--- src/rtl/pc_redirect_ctrl_pkg.sv ---
// Shared definitions for the fetch-side PC redirect controller.
// State encodings, PC increment and default reset vector.
package pc_redirect_ctrl_pkg;

  typedef enum logic [0:0] {
    PCS_RUN  = 1'b0,
    PCS_HALT = 1'b1
  } pc_state_e;

  localparam logic [31:0] PC_INC           = 32'd4;
  localparam logic [31:0] DEFAULT_RESET_PC = 32'h0000_0000;

endpackage

--- src/rtl/sat_counter.sv ---
// Saturating up-counter with asynchronous active-low clear.
module sat_counter #(
  parameter int unsigned W = 16
) (
  input  logic         clk,
  input  logic         rstn,
  input  logic         inc,
  output logic [W-1:0] cnt
);

  localparam logic [W-1:0] CntMax = {W{1'b1}};
  localparam logic [W-1:0] CntOne = W'(1);

  always_ff @(posedge clk or negedge rstn) begin
    if (!rstn) begin
      cnt <= '0;
    end else if (inc && (cnt != CntMax)) begin
      cnt <= cnt + CntOne;
    end
  end

endmodule

--- src/rtl/pc_redirect_ctrl.sv ---
// PC register and redirect/stall/squash control for the IF stage.
// Traps into HALT on a misaligned redirect target; exit only via reset.
module pc_redirect_ctrl
  import pc_redirect_ctrl_pkg::*;
#(
  parameter logic [31:0] RESET_PC = DEFAULT_RESET_PC,
  parameter int unsigned CNT_W    = 16
) (
  input  logic             clk,
  input  logic             rstn,
  input  logic             stall,
  input  logic             ex_valid,
  input  logic             ex_is_branch,
  input  logic             ex_flush,
  input  logic             ex_is_jump,
  input  logic [31:0]      ex_target,
  output logic [31:0]      pc,
  output logic             if_valid,
  output logic             ifid_flush,
  output logic             idex_flush,
  output logic             halted,
  output logic [CNT_W-1:0] redirect_cnt,
  output logic [CNT_W-1:0] stall_cnt
);

  pc_state_e   state_q, state_d;
  logic [31:0] pc_q, pc_d;
  logic        if_valid_q, if_valid_d;
  logic        halted_q, halted_d;
  logic        redirect;
  logic        misaligned;
  logic        redirect_inc;
  logic        stall_inc;

  // ALU flush is stale on non-branch ops, so it only counts when qualified by ex_is_branch.
  assign redirect   = ex_valid & ((ex_is_branch & ex_flush) | ex_is_jump);
  assign misaligned = (ex_target[1:0] != 2'b00);

  always_comb begin
    state_d      = state_q;
    pc_d         = pc_q;
    ifid_flush   = 1'b0;
    idex_flush   = 1'b0;
    redirect_inc = 1'b0;
    stall_inc    = 1'b0;
    unique case (state_q)
      PCS_RUN: begin
        if (redirect && misaligned) begin
          ifid_flush = 1'b1;
          idex_flush = 1'b1;
          state_d    = PCS_HALT;
        end else if (redirect) begin
          ifid_flush   = 1'b1;
          idex_flush   = 1'b1;
          pc_d         = ex_target;
          redirect_inc = 1'b1;
        end else if (stall) begin
          idex_flush = 1'b1;
          stall_inc  = 1'b1;
        end else if (if_valid_q) begin
          // First edge after reset only raises if_valid; pc stays at the reset vector.
          pc_d = pc_q + PC_INC;
        end
      end
      PCS_HALT: begin
        state_d = PCS_HALT;
      end
      default: begin
        state_d = PCS_HALT;
      end
    endcase
    if_valid_d = (state_d == PCS_RUN);
    halted_d   = (state_d == PCS_HALT);
  end

  always_ff @(posedge clk or negedge rstn) begin
    if (!rstn) begin
      state_q    <= PCS_RUN;
      pc_q       <= RESET_PC;
      if_valid_q <= 1'b0;
      halted_q   <= 1'b0;
    end else begin
      state_q    <= state_d;
      pc_q       <= pc_d;
      if_valid_q <= if_valid_d;
      halted_q   <= halted_d;
    end
  end

  sat_counter #(
    .W (CNT_W)
  ) u_redirect_cnt (
    .clk  (clk),
    .rstn (rstn),
    .inc  (redirect_inc),
    .cnt  (redirect_cnt)
  );

  sat_counter #(
    .W (CNT_W)
  ) u_stall_cnt (
    .clk  (clk),
    .rstn (rstn),
    .inc  (stall_inc),
    .cnt  (stall_cnt)
  );

  assign pc       = pc_q;
  assign if_valid = if_valid_q;
  assign halted   = halted_q;

endmodule

--- config.mk ---
export PLATFORM = sky130hd
export DESIGN_NAME = pc_redirect_ctrl
export DESIGN_NICKNAME = d
export VERILOG_FILES = /design/src/rtl/pc_redirect_ctrl_pkg.sv /design/src/rtl/sat_counter.sv /design/src/rtl/pc_redirect_ctrl.sv
export SDC_FILE = /design/constraint.sdc
export NUM_CORES = 1
export LEC_CHECK = 0
export CAP_MARGIN = 20
export CORE_MARGIN = 10
export CORE_UTILIZATION = 48
export CTS_CLUSTER_DIAMETER = 120
export DETAILED_ROUTE_END_ITERATION = 12
export HOLD_SLACK_MARGIN = 0.06
export PLACE_DENSITY = 0.81
export SLEW_MARGIN = 0
export SYNTH_ARGS = -nofsm -noshare
export SYNTH_HDL_FRONTEND = slang
export SYNTH_SLANG_ARGS = --single-unit
--- constraint.sdc ---
create_clock -name clk -period 2.23 [get_ports clk]
set_input_delay 0.3345 -clock clk [delete_from_list [all_inputs] [get_ports clk]]
set_output_delay 0.3345 -clock clk [all_outputs]
set_load 0.01 [all_outputs]
==> metrics.txt, run 1 <==
Crit path top cell by count=clkdlybuf4s50_1; CTS Buffer Depth=2; initial core utilization=49.4%; # Post-CTS Setup Buffers=0; Synth Flop Type=dfrtp_1; worst-margin pin slew=0.614 ns; Final period util=96.1%; Reg power frac=around 44%; Switching Fraction=34.8%; R2R Setup Slk=0.17 ns; Worst setup EP type=output pin; port buffer count=106; Post-synth EDFFs=0; global-route wire length before repair=19000 um; DIE AREA=between 10000 and 15000 sq um; vias per cell=5.84; clk_lat worst skew=0.36 ns; final core area utilization=72.0%; DR pass1 iterations=6; post-route cell area=5230 sq um; setup TNS=0 ns; Clk pwr share=24.1%; Post-DP HPWL=between 8000 and 9000 um; initial antenna violation count=0; max cap viols=0; critical path launch point type=input port; global placement routability congestion=0.973; combinational fraction of design power=a little under a third; Hold Vio Cnt, Final=0; TritonCTS buffer count=9; Rows=31; I/O Pins=107; core area=7250 sq um; total power=slightly below 4 mW; Chip Width=106 um; Hold Crit Class=reg2reg; max incr delay on CP=between 0.5 and 0.6 ns; Async S/R FF share, synth=100%; sequential area share after synthesis=between 40% and 50%; Max rail drop VDD=0.641 mV; PwrDens=~740 nW/um^2; Tmin final=2.14 ns; Antenna Nets Post-Route=0; vias in the first global route=around 3700; slowest CP cell=clkdlybuf4s50_1; crit-path cells=clkdlybuf4s50_1 > a21o_1 > nand2_1 > nor2_1 > clkdlybuf4s50_1; DRT Wirelength=approximately 12000 um; share of cells above drive strength 1=around an eighth; clock tree from TritonCTS=built; Max FO, Critical Path=3; CP required=~1.9 ns; Fillers=approximately 570; Max Clock Freq=467 MHz; Switch Pwr=about 1.3 mW; Clock Skews=0.00957 ns; Worst-path clk slew=0.08 ns; DR DRC count=0; Iter 0 DRT Violations=205; wire per inst=18.1 um; final setup vio count=0; synth-to-layout area growth=45.8%; Final #Nets=575; WS Path Type=in2out; GRT overflow=0; post-synthesis instance total=389; via count=3720; relative slew slack=59.1%; maximum number of pins on one net before global-route repair=44; Pint=roughly 2.5 mW; die height=106 um; status=finished, final reports clean; Syn Nets=431; H-tree levels=3; Syn Std Cell Area=~3600 sq um; n_diodes=0; Avg Cell Area, Syn=9.22 sq um; data arrival time of the worst path=1.81 ns; Sink Count=66; Netlist cell types=57; Syn. warnings=0; clk root buf=clkbuf_8; Pleak=2.16 nW; final hold slack=about 0.49 ns; #FFs+latches synth=66; Max Slew Vio Count=0; unrepaired setup endpoints after global routing=no; Total GRT Usage=20.5%; Placed Instance Area=5040 sq um
## registers in the layout, summed over array words and instances, names as in the netlist
| register | cells |
|---|---|
| u_stall_cnt.cnt | 16 |
| if_valid | 1 |
| pc | 32 |
| u_redirect_cnt.cnt | 16 |
| halted | 1 |
## critical path, delay by kind of cell
kind / cells / cell delay (ns)
compound gates: 1 / 0.17
buf+inv: 2 / 1.05
simple gates: 2 / 0.25
## layout by cell type (no fill, tap or decap), types with 8 or more instances in the layout
| cell | instances |
|---|---|
| nor2_1 | 39 |
| and3_1 | 12 |
| nand4_1 | 15 |
| dfrtp_1 | 66 |
| xnor2_1 | 21 |
| a21oi_1 | 26 |
| nand2_1 | 46 |
| clkdlybuf4s50_1 | 104 |
| nor3_1 | 13 |
| inv_1 | 9 |
| clkbuf_8 | 10 |
| o21ai_0 | 11 |
| o22ai_1 | 8 |
| buf_4 | 34 |
| nand3_1 | 24 |
| xor2_1 | 8 |
## cells by family after synthesis
| kind of cell | after synthesis | synth area share [%] |
|---|---|---|
| simple gates | 180 | 25.7 |
| compound gates | 85 | 16.1 |
| flops | 66 | 46.1 |
| xor+xnor | 29 | 7.09 |
| buf+inv | 20 | 2.16 |
| mux | 6 | 1.81 |
| fa+ha+maj | 3 | 1.05 |
## power by group through the flow
stage          clock, mW  combinational, mW  sequential (mW)
2_1_floorplan          0              0.401             1.77
3_3_place_gp           0               1.19             1.70
3_5_place_dp           0               1.22             1.72
4_1_cts            0.938               1.23             1.69
5_1_grt            0.990               1.33             1.74
6_report           0.926               1.22             1.70
## final timing paths
kind,start,endpoint,cells after the start
min,pc[0],pc[0],1
max in group asynchronous,rstn,u_stall_cnt.cnt[2],3
max,ex_flush,ifid_flush,5
min in group asynchronous,rstn,u_stall_cnt.cnt[3],2
max reg2reg,u_redirect_cnt.cnt[0],u_redirect_cnt.cnt[1],6
min reg2reg,pc[0],pc[0],1
## cells in the mapped netlist (all sizes together) (8+ instances only)
cell type  count  area (sq um)
inv            9          33.8
o22ai          8          50.1
and3          12          75.1
nand2         46           173
clkbuf         9          33.8
nor2          39           146
nor3          14          75.1
nand3         25           138
nand4         15          93.8
a21oi         26           130
xnor2         21           184
o21ai         12          60.1
dfrtp         66          1650
xor2           8          70.1
## layout make-up
class	instances	area, sq um	area share [%]
Multi-Input combinational cell	303	1860	35.5
Sequential cell	66	1650	31.6
Timing Repair Buffer	144	1380	26.4
Clock buffer	10	138	2.63
Tap cell	99	124	2.37
Clock inverter	6	42.5	0.814
Inverter	9	33.8	0.647
## routing by layer
layer | up-vias | GRT usage, % | part of all wire, %
met2 | 158 | 33.7 | 50
met3 | 28 | 7.31 | 7.9
li1 | 1730 | - | -
met4 | 0 | 6.19 | 1.7
met1 | 1804 | 24.7 | 41
met5 | - | 0 | 0
## per-stage QoR
stage / setup WS [ns] / instances
floorplan: 0.109 / 389
global placement: -0.000118 / 620
detailed placement: -0.0516 / 620
CTS: 0.0648 / 637
global route: 0.0135 / 637
finish: 0.0874 / 637
## timing repair
action | 4_1_cts | 5_1_grt
gates resized for setup | 1 | 0
setup endpoints to repair | 1 | 0
hold buffers | 1 | 0
hold endpoints to repair | 23 | 0
(Power assumes the default switching activity.)
==> inputs of run 2 (changes only) <==
CAP_MARGIN = unset   (was 20)
SLEW_MARGIN = 20   (was 0)
==> results of run 2 <==
No change in the layout: final DEF, timing and power equal those of run 1.
